$ cat config.mk
export PLATFORM = sky130hd
export DESIGN_NAME = sram_arbiter
export DESIGN_NICKNAME = d
export VERILOG_FILES = /design/src/rtl/sram_arbiter.sv
export SDC_FILE = /design/constraint.sdc
export NUM_CORES = 1
export LEC_CHECK = 0
export CORE_AREA = 2 2 123 125
export DETAILED_ROUTE_END_ITERATION = 8
export DIE_AREA = 0 0 125 127
export MAX_ROUTING_LAYER = met4
export PLACE_DENSITY_LB_ADDON = 0.1
export SLEW_MARGIN = 15
export SYNTH_ARGS = -nofsm -noshare
export SYNTH_HDL_FRONTEND = slang
export SYNTH_SLANG_ARGS = --single-unit
$ cat constraint.sdc
create_clock -name clk -period 2.6 [get_ports clk]
set_input_delay 0.52 -clock clk [delete_from_list [all_inputs] [get_ports clk]]
set_output_delay 0.52 -clock clk [all_outputs]
set_load 0.05 [all_outputs]
$ cat src/rtl/sram_arbiter.sv
// Two-master (instruction/data) arbiter onto one pipelined SRAM-style slave port.
// Data master has priority; a request stalled by the slave stays with its master
// until it is accepted. Responses return in order and are routed by a small
// FIFO of master ids, one entry per accepted transaction.
module sram_arbiter #(
  parameter int unsigned OUTSTANDING = 4
) (
  input  logic        clk,
  input  logic        reset,

  input  logic        inst_req,
  input  logic        inst_wr,
  input  logic [1:0]  inst_size,
  input  logic [3:0]  inst_wstrb,
  input  logic [31:0] inst_addr,
  input  logic [31:0] inst_wdata,
  output logic        inst_addr_ok,
  output logic        inst_data_ok,
  output logic [31:0] inst_rdata,

  input  logic        data_req,
  input  logic        data_wr,
  input  logic [1:0]  data_size,
  input  logic [3:0]  data_wstrb,
  input  logic [31:0] data_addr,
  input  logic [31:0] data_wdata,
  output logic        data_addr_ok,
  output logic        data_data_ok,
  output logic [31:0] data_rdata,

  output logic        mem_req,
  output logic        mem_wr,
  output logic [1:0]  mem_size,
  output logic [3:0]  mem_wstrb,
  output logic [31:0] mem_addr,
  output logic [31:0] mem_wdata,
  input  logic        mem_addr_ok,
  input  logic        mem_data_ok,
  input  logic [31:0] mem_rdata,

  output logic        resp_err
);

  localparam int unsigned PW = (OUTSTANDING > 1) ? $clog2(OUTSTANDING) : 1;
  localparam int unsigned CW = PW + 1;
  localparam logic [CW-1:0] FULL_CNT = CW'(OUTSTANDING);

  typedef enum logic [1:0] {
    ARB_OPEN      = 2'd0,
    ARB_HOLD_INST = 2'd1,
    ARB_HOLD_DATA = 2'd2
  } arb_state_t;

  arb_state_t     state, state_nxt;

  logic           gnt_valid;
  logic           gnt_data;
  logic           gnt_req;
  logic           push;
  logic           pop;
  logic           head;

  logic [CW-1:0]  count;
  logic [PW-1:0]  wr_ptr;
  logic [PW-1:0]  rd_ptr;
  logic           order_q [OUTSTANDING];

  // Lock register: remembers which master owns a request the slave has not yet accepted.
  always_ff @(posedge clk) begin
    if (reset) state <= ARB_OPEN;
    else       state <= state_nxt;
  end

  // Grant selection, slave request mux, lock next-state and handshake decode.
  always_comb begin
    gnt_valid    = 1'b0;
    gnt_data     = 1'b0;
    gnt_req      = 1'b0;
    mem_req      = 1'b0;
    mem_wr       = 1'b0;
    mem_size     = '0;
    mem_wstrb    = '0;
    mem_addr     = '0;
    mem_wdata    = '0;
    push         = 1'b0;
    pop          = 1'b0;
    inst_addr_ok = 1'b0;
    data_addr_ok = 1'b0;
    inst_data_ok = 1'b0;
    data_data_ok = 1'b0;
    state_nxt    = state;

    unique case (state)
      ARB_HOLD_INST: begin
        gnt_valid = 1'b1;
        gnt_data  = 1'b0;
      end
      ARB_HOLD_DATA: begin
        gnt_valid = 1'b1;
        gnt_data  = 1'b1;
      end
      default: begin
        if (data_req) begin
          gnt_valid = 1'b1;
          gnt_data  = 1'b1;
        end else if (inst_req) begin
          gnt_valid = 1'b1;
          gnt_data  = 1'b0;
        end
      end
    endcase

    if (gnt_valid) begin
      if (gnt_data) begin
        gnt_req   = data_req;
        mem_wr    = data_wr;
        mem_size  = data_size;
        mem_wstrb = data_wstrb;
        mem_addr  = data_addr;
        mem_wdata = data_wdata;
      end else begin
        gnt_req   = inst_req;
        mem_wr    = inst_wr;
        mem_size  = inst_size;
        mem_wstrb = inst_wstrb;
        mem_addr  = inst_addr;
        mem_wdata = inst_wdata;
      end
    end

    mem_req = gnt_req && (count < FULL_CNT);
    push    = mem_req && mem_addr_ok;
    pop     = mem_data_ok && (count != '0);

    inst_addr_ok = push && !gnt_data;
    data_addr_ok = push &&  gnt_data;
    inst_data_ok = pop  && !head;
    data_data_ok = pop  &&  head;

    if (push)
      state_nxt = ARB_OPEN;
    else if (mem_req)
      state_nxt = gnt_data ? ARB_HOLD_DATA : ARB_HOLD_INST;
  end

  assign head       = order_q[rd_ptr];
  assign inst_rdata = mem_rdata;
  assign data_rdata = mem_rdata;

  // Order FIFO storage: master id of each accepted transaction.
  always_ff @(posedge clk) begin
    if (push) order_q[wr_ptr] <= gnt_data;
  end

  // FIFO pointers, occupancy and the sticky unexpected-response flag.
  always_ff @(posedge clk) begin
    if (reset) begin
      count    <= '0;
      wr_ptr   <= '0;
      rd_ptr   <= '0;
      resp_err <= 1'b0;
    end else begin
      if (push) wr_ptr <= wr_ptr + PW'(1);
      if (pop)  rd_ptr <= rd_ptr + PW'(1);
      unique case ({push, pop})
        2'b10:   count <= count + CW'(1);
        2'b01:   count <= count - CW'(1);
        default: count <= count;
      endcase
      if (mem_data_ok && (count == '0)) resp_err <= 1'b1;
    end
  end

endmodule

Yosys cells after proc, flatten, opt, wreduce, memory -nomap -nowiden
Memories as Yosys holds them, arrays and structs flattened. A register that Yosys moved wholly into a read port is not among the register bits. Index checks and enable logic that the tools add are counted.

Register bits: 10. Memories: 1. RAM bits: 4.

Memories: order_q (depth 4, bits a word 1, rd ports 1, clocked after Yosys merged registers in 1, write ports 1, line 66) `logic order_q [OUTSTANDING];`.

Equality and inequality tests: 4. Magnitude comparators: 1. $add $sub $neg: 4. Muxes and demuxes: 23. Reductions and logical operators: 15.

Operator list (number): 2-to-1 mux 32 bit (4); 2-to-1 mux 1 bit (10); 2-to-1 mux 2 bit (5); logical AND 1 bit (8); 2-to-1 mux 4 bit (2); case mux 3 bit (2 select lines) (1); adder 2 x 1 -> 2 bit (second input constant) (2); == test 2 x 1 -> 1 bit (second input constant) (2); == test 2 bit (second input constant) (2); OR reduction 2 bit (2); adder 3 x 1 -> 3 bit (second input constant) (1); zero test 3 bit (1); < comparator 3 bit (second input constant) (1); nonzero test 3 bit (1); subtractor 3 x 1 -> 3 bit (second input constant) (1); zero test 1 bit (2); case mux 1 bit (2 select lines) (1); nonzero test 2 bit (1).

Depth between registers and ports, before layout
Gate-level depths: netlist of the first run.

Depth in word-level cells: 8. Gate-level depth with buffers: 11. Gate-level depth less buffers: 11.

Worst setup path before layout of the first run
No wires, ideal clock.

Path kind: reg2out. Start point: reg state[0]. End point: out data_addr_ok. Path slack: -0.780 ns. Data required time: 2.080 ns. Stages on the path, launching flop included: 6. Arrival time: 2.860 ns. Cell sequence: dfxtp_1 > inv_1 > ha_1 > o21ai_2 > a211oi_1 > and3_1.

Word-level cells in the longest chain between the ends: 7. Elaborated cells between the ends (all ways): 10. Those cells by class: 2 x eq/ne; 4 x mux; 4 x reduce/logical.

Ends and longest elaborated chain: from (decl) (line 54) `arb_state_t state, state_nxt;`; from (signal assigned) (line 71) `else state <= state_nxt;`; == test 2 bit / == test 2 x 1 -> 1 bit (equally long branches) (line 93) `unique case (state)`; case mux 1 bit (2 select lines) / OR reduction 2 bit (equally long branches); 2-to-1 mux 1 bit, on equally long branches (line 114, 93); 2-to-1 mux 1 bit * (line 113) `if (gnt_valid) begin`; logical AND 1 bit * (line 131) `mem_req = gnt_req && (count < FULL_CNT);`; net mem_req (line 31) `output logic mem_req,`; logical AND 1 bit * (line 132) `push = mem_req && mem_addr_ok;`; logical AND 1 bit * (line 136) `data_addr_ok = push && gnt_data;`; to (decl) (line 27) `output logic data_addr_ok,`.

Mark *: on every way through the listed nets, which the timed path passes. The rest lies on a longest branch.

Final worst setup path of the first run
Start point: reg state[0]. End point: out mem_wdata[31].

Word-level cells in the longest chain between the ends: 4. Elaborated cells between the ends (all ways): 7. Those cells by class: 2 x eq/ne; 4 x mux; 1 x reduce/logical.

Ends and longest elaborated chain: == test 2 bit / == test 2 x 1 -> 1 bit (equally long branches) (line 93); case mux 1 bit (2 select lines) / OR reduction 2 bit (equally long branches); 2-to-1 mux 32 bit / 2-to-1 mux 1 bit (equally long branches) (line 114, 93); 2-to-1 mux 32 bit * (line 113); to (decl) (line 36) `output logic [31:0] mem_wdata,`.

Mark *: on every way between the ends. The rest lies on a longest branch, timed or not.

==> flow_metrics.py, run 1 <==
metrics = {
    "run_status": {
        "outcome": "complete, no violations",
    },
    "worst_setup_path": {
        "critical_path.most_common_cell": "buf_12",
        "arrival_ns": 1.99,
        "critPathSlowestCell": "dfxtp_2",
        "ff2ff_path_depth": 12,
        "path_class": "reg2out",
        "worst_ep_required_time_ns": 2.08,
        "max_stage_delay_ns": 0.32,
        "endpoint_kind": "output port",
        "critPathLaunchType": "register",
        "worstPathCellList": "inv_1, ha_4, mux2i_4, buf_6, buf_12, nand2_1, a21oi_4, buf_12",
        "crit_path_max_fanout": 18,
    },
    "route": {
        "drt_iter0_drc": 86,
        "drt-pass1-iter-count": 4,
        "drt-wirelength-per-cell_um": 16.2,
        "viasPerCell": 4.12,
        "drc": 0,
        "route.antenna.remaining_nets": 0,
        "vias": 3046,
        "wirelength_mm": 12.0,
    },
    "yosys": {
        "synth-main-ff-cell": "dfxtp_1",
        "synth_commonest_cells": "144 x nand2_1, 74 x a21oi_1, 64 x buf_4",
        "synth.top_cell.area_share": 0.233,
        "synthArstFlopShare": 0,
        "yosysSeqAreaShare": 0.155,
        "synthCells": 383,
        "yosysMostFrequentCell": "nand2_1",
        "ys_top_cells_by_area": "nand2_1 23%, buf_4 21%, a21oi_1 16%, dfxtp_1 10%, edfxtp_1 5.2%",
        "synth_warnings": 0,
        "ys_seq_elements": 16,
        "synth-edff-count": 4,
        "synth_area_per_cell_um2": 6.06,
        "yosysUniqueCellTypes": 28,
        "synth.net_count": 570,
        "syn-cell-area_mm2": 0.00232,
        "yosys.area.top_type": "nand2_1",
    },
    "floorplanning": {
        "start_util": 0.161,
        "rows": 44,
        "die_height_um": 127,
        "io_pins": 321,
        "dieArea_mm2": 0.0159,
        "core_area_mm2": 0.0144,
        "fp.dieW_um": 125,
    },
    "cts": {
        "cts_root_buf": "clkbuf_16",
        "cts_sinks": 16,
        "cts_tree": "yes",
        "clk_path_buf_depth": 2,
        "numCtsBuffers": 3,
        "worstSkewPairLatency_ns": 0.25,
        "clkTransAtPathRegs_ns": 0.05,
        "cts_htree_levels": 1,
    },
    "timing": {
        "clock.fmax_ghz": 0.398,
        "grt_setup_unrepaired": "false",
        "slew_headroom": 0.676,
        "worst_slew_pin_slew_ns": 0.485,
        "fin_crit_ns": 2.51,
        "hold_viol": 0,
        "setup_violations": 0,
        "slew_violations": 0,
        "fin_crit_sh": 0.966,
        "finClkSkew_ns": 0.00232,
    },
    "power": {
        "power_frac_clock": 0.087,
        "power_mw": 3.79,
        "swShare": 0.480,
        "power_frac_comb": 0.814,
        "ir_drop_uv": 287,
        "seq_power_share": 0.099,
        "powerDensity_mw_per_mm2": 676,
        "p_int_mw": 1.97,
        "netSwitchingPower_mw": 1.82,
        "power_leakage_nw": 2.27,
    },
    "hold_path": {
        "holdPathStages": 2,
        "hold_class": "reg2reg",
    },
    "global_routing": {
        "grt_antenna_before_repair": 0,
        "first_global_vias": 3150,
        "track_usage": 0.143,
        "grt_max_degree": 31,
        "grt-ovfl-total": 0,
        "grt_pass1_wl_mm": 17.7,
    },
    "layout": {
        "antennaDiodeCount": 0,
        "final_nets": 744,
        "area_growth_pct": 142,
        "drive_gt1_frac": 0.363,
        "instances_no_fill": 740,
    },
    "place": {
        "hpwlAfterDp_mm": 9.55,
        "place_inst": 728,
        "gp_congestion": 0.781,
        "port_buffers": 224,
    },
    "run": {
        "cap_violations": 0,
    },
}
-- final cells by class --
cell class,count,area (um2)
tap,184,230
sequential,16,362
fill,1509,8810
inverter,11,46.3
clock buffer,4,88.8
timing repair buffer,258,3200
multi-input combinational,267,1690
-- per-stage QoR --
step	cell area (um2)	hold WS, ns	setup slack (ns)	util	TNS [ns]
global route	5610	0.517	0.00351	0.389	0
finish	5610	0.466	0.0873	0.389	0
floorplan	2590	0.448	-0.0639	-	-0.0639
CTS	5530	0.472	0.00136	0.383	0
global placement	5280	0.447	-0.164	0.366	-3.40
detailed placement	5280	0.458	-0.178	0.366	-4.61
-- path summary, 6_finish.rpt --
kind,slack (ns),startpoint,to
worst max-delay path,0.09,state[0],mem_wdata[31]
worst min-delay path,0.47,resp_err,resp_err
worst max register to register,0.25,state[0],count[2]
worst min register to register,0.47,resp_err,resp_err
-- layout by cell type (no fill, tap or decap), types with 5 or more instances in the layout --
master           instances
clkdlybuf4s50_1        147
nand2_1                143
a21oi_2                 66
buf_12                  65
buf_4                   33
nor2_1                  11
dfxtp_1                 11
inv_1                   10
buf_6                    9
a21oi_4                  5
and2_2                   5
ha_1                     5
-- cell families after synthesis --
group | count (synthesis) | share of synthesized area
fa+ha+maj | 7 | 0.0409
buf+inv | 100 | 0.274
simple gates | 170 | 0.294
mux | 6 | 0.0334
compound gates | 80 | 0.188
flops | 16 | 0.155
xor+xnor | 4 | 0.0151
-- critical path: cells and delay by family (launching register included) --
kind                     cells  cell delay (ns)
buffers and inverters        4             0.57
flip-flops                   1             0.32
adder cells (fa/ha/maj)      1             0.30
multiplexers                 1             0.23
AO/OA/AOI/OAI                1             0.21
AND/OR/NAND/NOR              1             0.10
-- power by group through the flow --
stage,Sequential [mW],Clock (mW),Combinational (mW)
5_1_grt,0.387,0.354,3.25
3_5_place_dp,0.378,0,2.96
3_3_place_gp,0.376,0,2.96
2_1_floorplan,0.381,0,1.82
6_report,0.375,0.331,3.09
4_1_cts,0.376,0.341,3.08
-- metal layers --
metal,GRT usage,routed length [um],vias to the layer above
met3,0.0302,756,15
met5,-,0,-
met1,0.154,4450,1376
met2,0.277,6670,145
li1,-,-,1510
met4,0.0183,95,0
-- what timing repair did --
| item | 4_1_cts | 5_1_grt |
|---|---|---|
| gates resized for setup | 15 | 17 |
| pin swaps | 6 | 4 |
| hold buffers | 0 | 0 |
| endpoints found under the setup margin | 73 | 68 |
| cloned | 2 | 1 |
| buffers inserted | 3 | 3 |
No activity file was read; power rests on OpenSTA's default activity.
==> run 2, diff against run 1 <==
--- a/config.mk
+++ b/config.mk
@@ -5,6 +5,7 @@
 export SDC_FILE = /design/constraint.sdc
 export NUM_CORES = 1
 export LEC_CHECK = 0
+export CAP_MARGIN = 40
 export CORE_AREA = 2 2 123 125
 export DETAILED_ROUTE_END_ITERATION = 8
 export DIE_AREA = 0 0 125 127
==> results of run 2 <==
Same layout as run 1: the final DEF is identical, and so are final timing and power.
